==> src/rtl/int_sequencer_if.sv <==
// Pin, strobe and control bundle between the 6502 datapath/microcode and int_sequencer.
// slave = sequencer side, master = datapath/microcode side.
interface int_sequencer_if;
  logic        nmi_b;
  logic        irq_b;
  logic        i_flag;
  logic        insn_boundary;
  logic        brk;
  logic        busy;
  logic        stack_cycle;
  logic        sp_dec;
  logic        mem_write;
  logic [1:0]  push_sel;
  logic        b_flag;
  logic        vec_rd;
  logic [15:0] vec_addr;
  logic        pcl_load;
  logic        pch_load;
  logic        set_i;
  logic [1:0]  cause;

  modport slave (
    input  nmi_b, irq_b, i_flag, insn_boundary, brk,
    output busy, stack_cycle, sp_dec, mem_write, push_sel, b_flag,
           vec_rd, vec_addr, pcl_load, pch_load, set_i, cause
  );

  modport master (
    output nmi_b, irq_b, i_flag, insn_boundary, brk,
    input  busy, stack_cycle, sp_dec, mem_write, push_sel, b_flag,
           vec_rd, vec_addr, pcl_load, pch_load, set_i, cause
  );
endinterface

==> src/rtl/int_sequencer.sv <==
// Reset/NMI/IRQ/BRK sequencer for the hmc-6502: synchronises pins, arbitrates at boundaries, drives push/vector cycles.
// Optional INT_NMI_HIJACK_EN: an NMI arriving during the pushes of an IRQ/BRK redirects it to the NMI vector.
module int_sequencer #(
  parameter logic [15:0] VEC_NMI = 16'hFFFA,
  parameter logic [15:0] VEC_RES = 16'hFFFC,
  parameter logic [15:0] VEC_IRQ = 16'hFFFE
) (
  input  logic             ph2,
  input  logic             reset,
  int_sequencer_if.slave   bus
);

  typedef enum logic [3:0] {
    S_RST0, S_RST1, S_RST2, S_IDLE, S_PUSH_PCH, S_PUSH_PCL, S_PUSH_P, S_VEC_LO, S_VEC_HI
  } state_t;

  localparam logic [1:0] C_RES = 2'd0;
  localparam logic [1:0] C_NMI = 2'd1;
  localparam logic [1:0] C_IRQ = 2'd2;
  localparam logic [1:0] C_BRK = 2'd3;

  logic        r_nmi_s1, r_nmi_s2, r_nmi_prev;
  logic        r_irq_s1, r_irq_s2;
  logic        r_nmi_pending, w_pending_next;
  logic        r_b_flag, w_b_next;
  logic [1:0]  r_cause, w_cause_next;
  state_t      r_state, w_state_next;
  logic        w_nmi_fall, w_irq_req, w_in_push;
  logic [15:0] w_vec;

  always_ff @(posedge ph2 or negedge reset) begin
    if (!reset) begin
      r_nmi_s1   <= 1'b1;
      r_nmi_s2   <= 1'b1;
      r_nmi_prev <= 1'b1;
      r_irq_s1   <= 1'b1;
      r_irq_s2   <= 1'b1;
    end else begin
      r_nmi_s1   <= bus.nmi_b;
      r_nmi_s2   <= r_nmi_s1;
      r_nmi_prev <= r_nmi_s2;
      r_irq_s1   <= bus.irq_b;
      r_irq_s2   <= r_irq_s1;
    end
  end

  assign w_nmi_fall = r_nmi_prev & ~r_nmi_s2;
  assign w_irq_req  = ~r_irq_s2 & ~bus.i_flag;
  assign w_in_push  = (r_state == S_PUSH_PCH) || (r_state == S_PUSH_PCL) || (r_state == S_PUSH_P);

  always_ff @(posedge ph2 or negedge reset) begin
    if (!reset) begin
      r_state       <= S_RST0;
      r_cause       <= C_RES;
      r_b_flag      <= 1'b0;
      r_nmi_pending <= 1'b0;
    end else begin
      r_state       <= w_state_next;
      r_cause       <= w_cause_next;
      r_b_flag      <= w_b_next;
      r_nmi_pending <= w_pending_next;
    end
  end

  always_comb begin
    w_state_next   = r_state;
    w_cause_next   = r_cause;
    w_b_next       = r_b_flag;
    w_pending_next = r_nmi_pending;
    case (r_state)
      S_RST0:     w_state_next = S_RST1;
      S_RST1:     w_state_next = S_RST2;
      S_RST2:     w_state_next = S_VEC_LO;
      S_IDLE: begin
        if (bus.insn_boundary) begin
          if (r_nmi_pending) begin
            w_state_next = S_PUSH_PCH;
            w_cause_next = C_NMI;
            w_b_next     = 1'b0;
          end else if (w_irq_req) begin
            w_state_next = S_PUSH_PCH;
            w_cause_next = C_IRQ;
            w_b_next     = 1'b0;
          end else if (bus.brk) begin
            w_state_next = S_PUSH_PCH;
            w_cause_next = C_BRK;
            w_b_next     = 1'b1;
          end
        end
      end
      S_PUSH_PCH: w_state_next = S_PUSH_PCL;
      S_PUSH_PCL: w_state_next = S_PUSH_P;
      S_PUSH_P:   w_state_next = S_VEC_LO;
      S_VEC_LO:   w_state_next = S_VEC_HI;
      S_VEC_HI: begin
        w_state_next = S_IDLE;
        w_b_next     = 1'b0;
      end
      default:    w_state_next = S_RST0;
    endcase
`ifdef INT_NMI_HIJACK_EN
    // b_flag is deliberately left alone so a hijacked BRK still pushes B=1.
    if (w_in_push && (r_cause == C_IRQ || r_cause == C_BRK) && (w_nmi_fall || r_nmi_pending))
      w_cause_next = C_NMI;
`endif
    // A fresh falling edge outranks the clear in the NMI's own VEC_LO cycle.
    if (w_nmi_fall)
      w_pending_next = 1'b1;
    else if (r_state == S_VEC_LO && r_cause == C_NMI)
      w_pending_next = 1'b0;
  end

  always_comb begin
    case (r_cause)
      C_RES:   w_vec = VEC_RES;
      C_NMI:   w_vec = VEC_NMI;
      default: w_vec = VEC_IRQ;
    endcase
  end

  always_comb begin
    bus.busy        = (r_state != S_IDLE);
    bus.stack_cycle = 1'b0;
    bus.sp_dec      = 1'b0;
    bus.mem_write   = 1'b0;
    bus.push_sel    = 2'd0;
    bus.b_flag      = 1'b0;
    bus.vec_rd      = 1'b0;
    bus.vec_addr    = 16'h0000;
    bus.pcl_load    = 1'b0;
    bus.pch_load    = 1'b0;
    bus.set_i       = 1'b0;
    bus.cause       = r_cause;
    case (r_state)
      S_RST0, S_RST1, S_RST2: begin
        bus.stack_cycle = 1'b1;
        bus.sp_dec      = 1'b1;
      end
      S_PUSH_PCH, S_PUSH_PCL, S_PUSH_P: begin
        bus.stack_cycle = 1'b1;
        bus.sp_dec      = 1'b1;
        bus.mem_write   = 1'b1;
        bus.b_flag      = r_b_flag;
        bus.push_sel    = (r_state == S_PUSH_PCH) ? 2'd0 :
                          (r_state == S_PUSH_PCL) ? 2'd1 : 2'd2;
      end
      S_VEC_LO: begin
        bus.vec_rd   = 1'b1;
        bus.vec_addr = w_vec;
        bus.pcl_load = 1'b1;
      end
      S_VEC_HI: begin
        bus.vec_rd   = 1'b1;
        bus.vec_addr = w_vec + 16'd1;
        bus.pch_load = 1'b1;
        bus.set_i    = 1'b1;
      end
      default: ;
    endcase
  end

endmodule

==> src/flat_wrapper.sv <==
// flat-port wrapper written by rule: the top's interface ports become plain ports
module int_sequencer_flat 
#(
  parameter logic [15:0] VEC_NMI = 16'hFFFA,
  parameter logic [15:0] VEC_RES = 16'hFFFC,
  parameter logic [15:0] VEC_IRQ = 16'hFFFE
)
  (ph2, reset, bus_nmi_b, bus_irq_b, bus_i_flag, bus_insn_boundary, bus_brk, bus_busy, bus_stack_cycle, bus_sp_dec, bus_mem_write, bus_push_sel, bus_b_flag, bus_vec_rd, bus_vec_addr, bus_pcl_load, bus_pch_load, bus_set_i, bus_cause);
  int_sequencer_if bus_i ();
  input  logic ph2;
  input  logic reset;
  input wire logic [$bits(bus_i.nmi_b)-1:0] bus_nmi_b;
  input wire logic [$bits(bus_i.irq_b)-1:0] bus_irq_b;
  input wire logic [$bits(bus_i.i_flag)-1:0] bus_i_flag;
  input wire logic [$bits(bus_i.insn_boundary)-1:0] bus_insn_boundary;
  input wire logic [$bits(bus_i.brk)-1:0] bus_brk;
  output wire logic [$bits(bus_i.busy)-1:0] bus_busy;
  output wire logic [$bits(bus_i.stack_cycle)-1:0] bus_stack_cycle;
  output wire logic [$bits(bus_i.sp_dec)-1:0] bus_sp_dec;
  output wire logic [$bits(bus_i.mem_write)-1:0] bus_mem_write;
  output wire logic [$bits(bus_i.push_sel)-1:0] bus_push_sel;
  output wire logic [$bits(bus_i.b_flag)-1:0] bus_b_flag;
  output wire logic [$bits(bus_i.vec_rd)-1:0] bus_vec_rd;
  output wire logic [$bits(bus_i.vec_addr)-1:0] bus_vec_addr;
  output wire logic [$bits(bus_i.pcl_load)-1:0] bus_pcl_load;
  output wire logic [$bits(bus_i.pch_load)-1:0] bus_pch_load;
  output wire logic [$bits(bus_i.set_i)-1:0] bus_set_i;
  output wire logic [$bits(bus_i.cause)-1:0] bus_cause;
  assign bus_i.nmi_b = bus_nmi_b;
  assign bus_i.irq_b = bus_irq_b;
  assign bus_i.i_flag = bus_i_flag;
  assign bus_i.insn_boundary = bus_insn_boundary;
  assign bus_i.brk = bus_brk;
  assign bus_busy = bus_i.busy;
  assign bus_stack_cycle = bus_i.stack_cycle;
  assign bus_sp_dec = bus_i.sp_dec;
  assign bus_mem_write = bus_i.mem_write;
  assign bus_push_sel = bus_i.push_sel;
  assign bus_b_flag = bus_i.b_flag;
  assign bus_vec_rd = bus_i.vec_rd;
  assign bus_vec_addr = bus_i.vec_addr;
  assign bus_pcl_load = bus_i.pcl_load;
  assign bus_pch_load = bus_i.pch_load;
  assign bus_set_i = bus_i.set_i;
  assign bus_cause = bus_i.cause;
  int_sequencer #(.VEC_NMI(VEC_NMI), .VEC_RES(VEC_RES), .VEC_IRQ(VEC_IRQ)) u_core (.ph2(ph2), .reset(reset), .bus(bus_i));
endmodule
==> config.mk <==
export PLATFORM = sky130hd
export DESIGN_NAME = int_sequencer_flat
export DESIGN_NICKNAME = d
export VERILOG_FILES = /design/src/rtl/int_sequencer_if.sv /design/src/rtl/int_sequencer.sv /design/src/flat_wrapper.sv
export SDC_FILE = /design/constraint.sdc
export NUM_CORES = 1
export LEC_CHECK = 0
export CELL_PAD_IN_SITES_DETAIL_PLACEMENT = 0
export CELL_PAD_IN_SITES_GLOBAL_PLACEMENT = 1
export CORE_ASPECT_RATIO = 1.1
export CORE_MARGIN = 3
export CORE_UTILIZATION = 28
export DETAILED_ROUTE_END_ITERATION = 6
export PLACE_DENSITY_LB_ADDON = 0.1
export SYNTH_ARGS = -nofsm -noshare
export SYNTH_HDL_FRONTEND = slang
export SYNTH_SLANG_ARGS = --single-unit
==> constraint.sdc <==
create_clock -name ph2 -period 2.05 [get_ports ph2]
set_input_delay 0.41 -clock ph2 [delete_from_list [all_inputs] [get_ports ph2]]
set_output_delay 0.41 -clock ph2 [all_outputs]
set_load 0.02 [all_outputs]
==> key figures <==
Outcome
  – Status: complete, no violations

Place
  – I/O Buffers: 35
  – Post-DP HPWL: 1.28 mm
  – DP Cell Count: 132
  – RD Place Congestion: 0.750
  – Post-DP Area: 1080 µm²

Critical path
  – Crit Path Class: reg -> out
  – CP arrival: 1.54 ns
  – Worst-path fanout max: 14
  – Worst R2R Start: u_core.r_state[1]
  – Reg-to-Reg End: u_core.r_b_flag
  – Worst Path Required: 1.64 ns
  – Crit. End Element: output pin
  – Reg2reg path depth: 6
  – Reg2Reg Setup Slack: 0.81 ns
  – Worst Setup Start Kind: register

Worst hold path
  – Hold Path Origin: u_core.r_nmi_s1
  – Hold endpoint: u_core.r_nmi_s2
  – Worst hold stages: 0
  – Hold crit path type: reg -> reg

STA
  – Post-layout minimum cycle time: 1.95 ns
  – Clock Skew: 0.00485 ns
  – Least-Margin Pin Slew: 0.567 ns
  – Fmax achieved: 512 MHz
  – RSZ-0062 raised after global routing: true
  – Pins over their slew limit: 0
  – Hold_ws: 0.356 ns
  – Final Hold Vio Count: 0
  – Final count of negative-setup-slack endpoints: 0
  – Period utilization: 95.3%
  – Slew headroom: 62.1%

Synthesis
  – Share of synthesized flip-flops with an asynchronous set or reset: 100%
  – Ys flop type: dfrtp_1
  – Post-synth EDFFs: 0
  – Top-area cell type share of the netlist area: 27.4%
  – Mapped Area: 731 µm²
  – Seq/Total Area, Yosys: 45.4%
  – Top cells by area, synth: dfrtp_1 (27%), dfstp_2 (18%), buf_4 (15%)
  – Yosys reg bits: 13
  – Synth Net Count: 79
  – Post-synthesis cell type count: 26
  – Synth Area per Inst: 10.1 µm²
  – Syn Inst Count: 72
  – Yosys top cell by area: dfrtp_1
  – Yosys warning total: 0

Die
  – Die width: 54.7 µm
  – Die area: 3260 µm²
  – Core area: 2360 µm²
  – Initial core utilization: 30.9%
  – Ports: 36
  – Row Count: 18
  – Die Y: 59.6 µm

Finish
  – Most common cell after layout, fill and taps aside: dlygate4sd2_1
  – Nets: 114
  – Util after Layout: 45.6%
  – Area grow syn2layout: 47.4%
  – Antenna fix cells: 0
  – Final instance area: 1080 µm²
  – Commonest cells after routing, fill and taps aside: dlygate4sd2_1 (16), buf_4 (10), clkdlybuf4s50_1 (8), dfrtp_1 (8), nor2_1 (7)
  – Cell Count, Final, Fillers Out: 136
  – Share of cells above drive strength 1: 34.0%

CTS
  – Post-CTS setup buffers: 0
  – Total CTS buffers: 3
  – Reg clk slew, reported paths: 0.08 ns
  – # H-tree levels: 1
  – CTS tree: done
  – Clock tree buffer depth: 2
  – Clock latency on the worst-skew pair: 0.27 ns
  – Clock Sinks: 13
  – Root Buffer Master: clkbuf_4

Global route
  – Grt met2 use: 17.1%
  – Initial antenna violation count: 0
  – Largest net degree at the start of global routing: 15
  – Met1 Usage GRT: 11.3%
  – Vias in the first global route: 535
  – Overall routing resource usage: 9.74%
  – Global route total overflow: 0
  – Met3 Use GR: 1.51%
  – Most Used Layer, Global Route: met2
  – First-pass GRT wire length: 2.30 mm

Pwr
  – Leakage: 0.534 nW
  – Worst vdd ir: 0.700 mV
  – PwrDens: 1660 nW/µm²

Route
  – DRC violation count after routing: 0
  – Detail Route Antenna Nets: 0
  – Router iterations before antenna repair: 4
  – Routed via count: 584
  – WL final: 1.50 mm
  – WL/cell: 11.0 µm
  – DR vias/cell: 4.29
  – DRT iter0 DRCs: 3

Run
  – Max-Cap Viols: 0
## critical path, cell delays in order, from the launching register on
cell and delay [ns]:
dfrtp_1 0.40, nor2_2 0.15, nand3b_2 0.10, inv_1 0.12, nor2_4 0.07, inv_4 0.10
dlygate4sd2_1 0.34
## synthesized netlist by cell type (2+ instances only)
master   instances
nand3_1          4
dfstp_2          5
inv_1            5
dfrtp_1          8
nand2_1          4
o21ai_1          3
nor2_2           3
nor2_1           7
buf_4           15
nor3_1           2
## power by group
part	leakage [nW]	switching (W)	internal, W
combinational	0.370	0.000687	0.000534
clock	0.0150	0.0000775	0.0000753
sequential	0.149	0.0000718	0.000338
## repair_timing
item | 4_1_cts | 5_1_grt
resized for setup | 32 | 15
hold buffers | 0 | 0
setup endpoints to repair | 27 | 16
## area by class of cell
cell class	count	area [µm²]
well taps	30	37.5
clock buffers	4	26.3
inverters	5	21.3
fillers	247	1290
multi-input cells	39	273
flip-flops and latches	13	332
repair buffers	45	388
## through the flow
stage               TNS [ns]  power [W]  setup WS [ns]
finish                     0    0.00178         0.0956
global route          -0.524    0.00193        -0.0615
CTS                        0    0.00180         0.0306
detailed placement     -1.05    0.00180        -0.0912
global placement      -0.456    0.00179        -0.0333
floorplan                  0    0.00129          0.113
## sequential cells by signal, indices dropped and copies added (netlist names)
register	count
u_core.r_state	4
u_core.bus.cause	2
u_core.r_b_flag	1
u_core.r_irq_s1	1
u_core.r_irq_s2	1
u_core.r_nmi_pending	1
u_core.r_nmi_prev	1
u_core.r_nmi_s1	1
u_core.r_nmi_s2	1
## metal layers
| layer | vias up | wire [µm] |
|---|---|---|
| met5 | - | 0 |
| met4 | 0 | 5 |
| met3 | 2 | 149 |
| met1 | 265 | 594 |
| met2 | 27 | 746 |
| li1 | 290 | - |
## worst max path at each step
stage          slack, ns               end         startpoint
2_1_floorplan       0.11  bus_vec_addr[10]  u_core.r_state[2]
3_3_place_gp       -0.03  bus_vec_addr[10]  u_core.r_state[0]
3_5_place_dp       -0.09   bus_vec_addr[7]  u_core.r_state[1]
4_1_cts             0.03   bus_vec_addr[7]  u_core.r_state[2]
5_1_grt            -0.06  bus_vec_addr[14]  u_core.r_state[1]
6_report             0.1        bus_vec_rd  u_core.r_state[1]
## kinds of logic after synthesis
group,Yosys count,synth area share [%]
buffers and inverters,20,18.0
AO/OA/AOI/OAI,11,14.6
AND/OR/NAND/NOR,28,22.1
flip-flops,13,45.4
No activity file was read; power rests on OpenSTA's default activity.
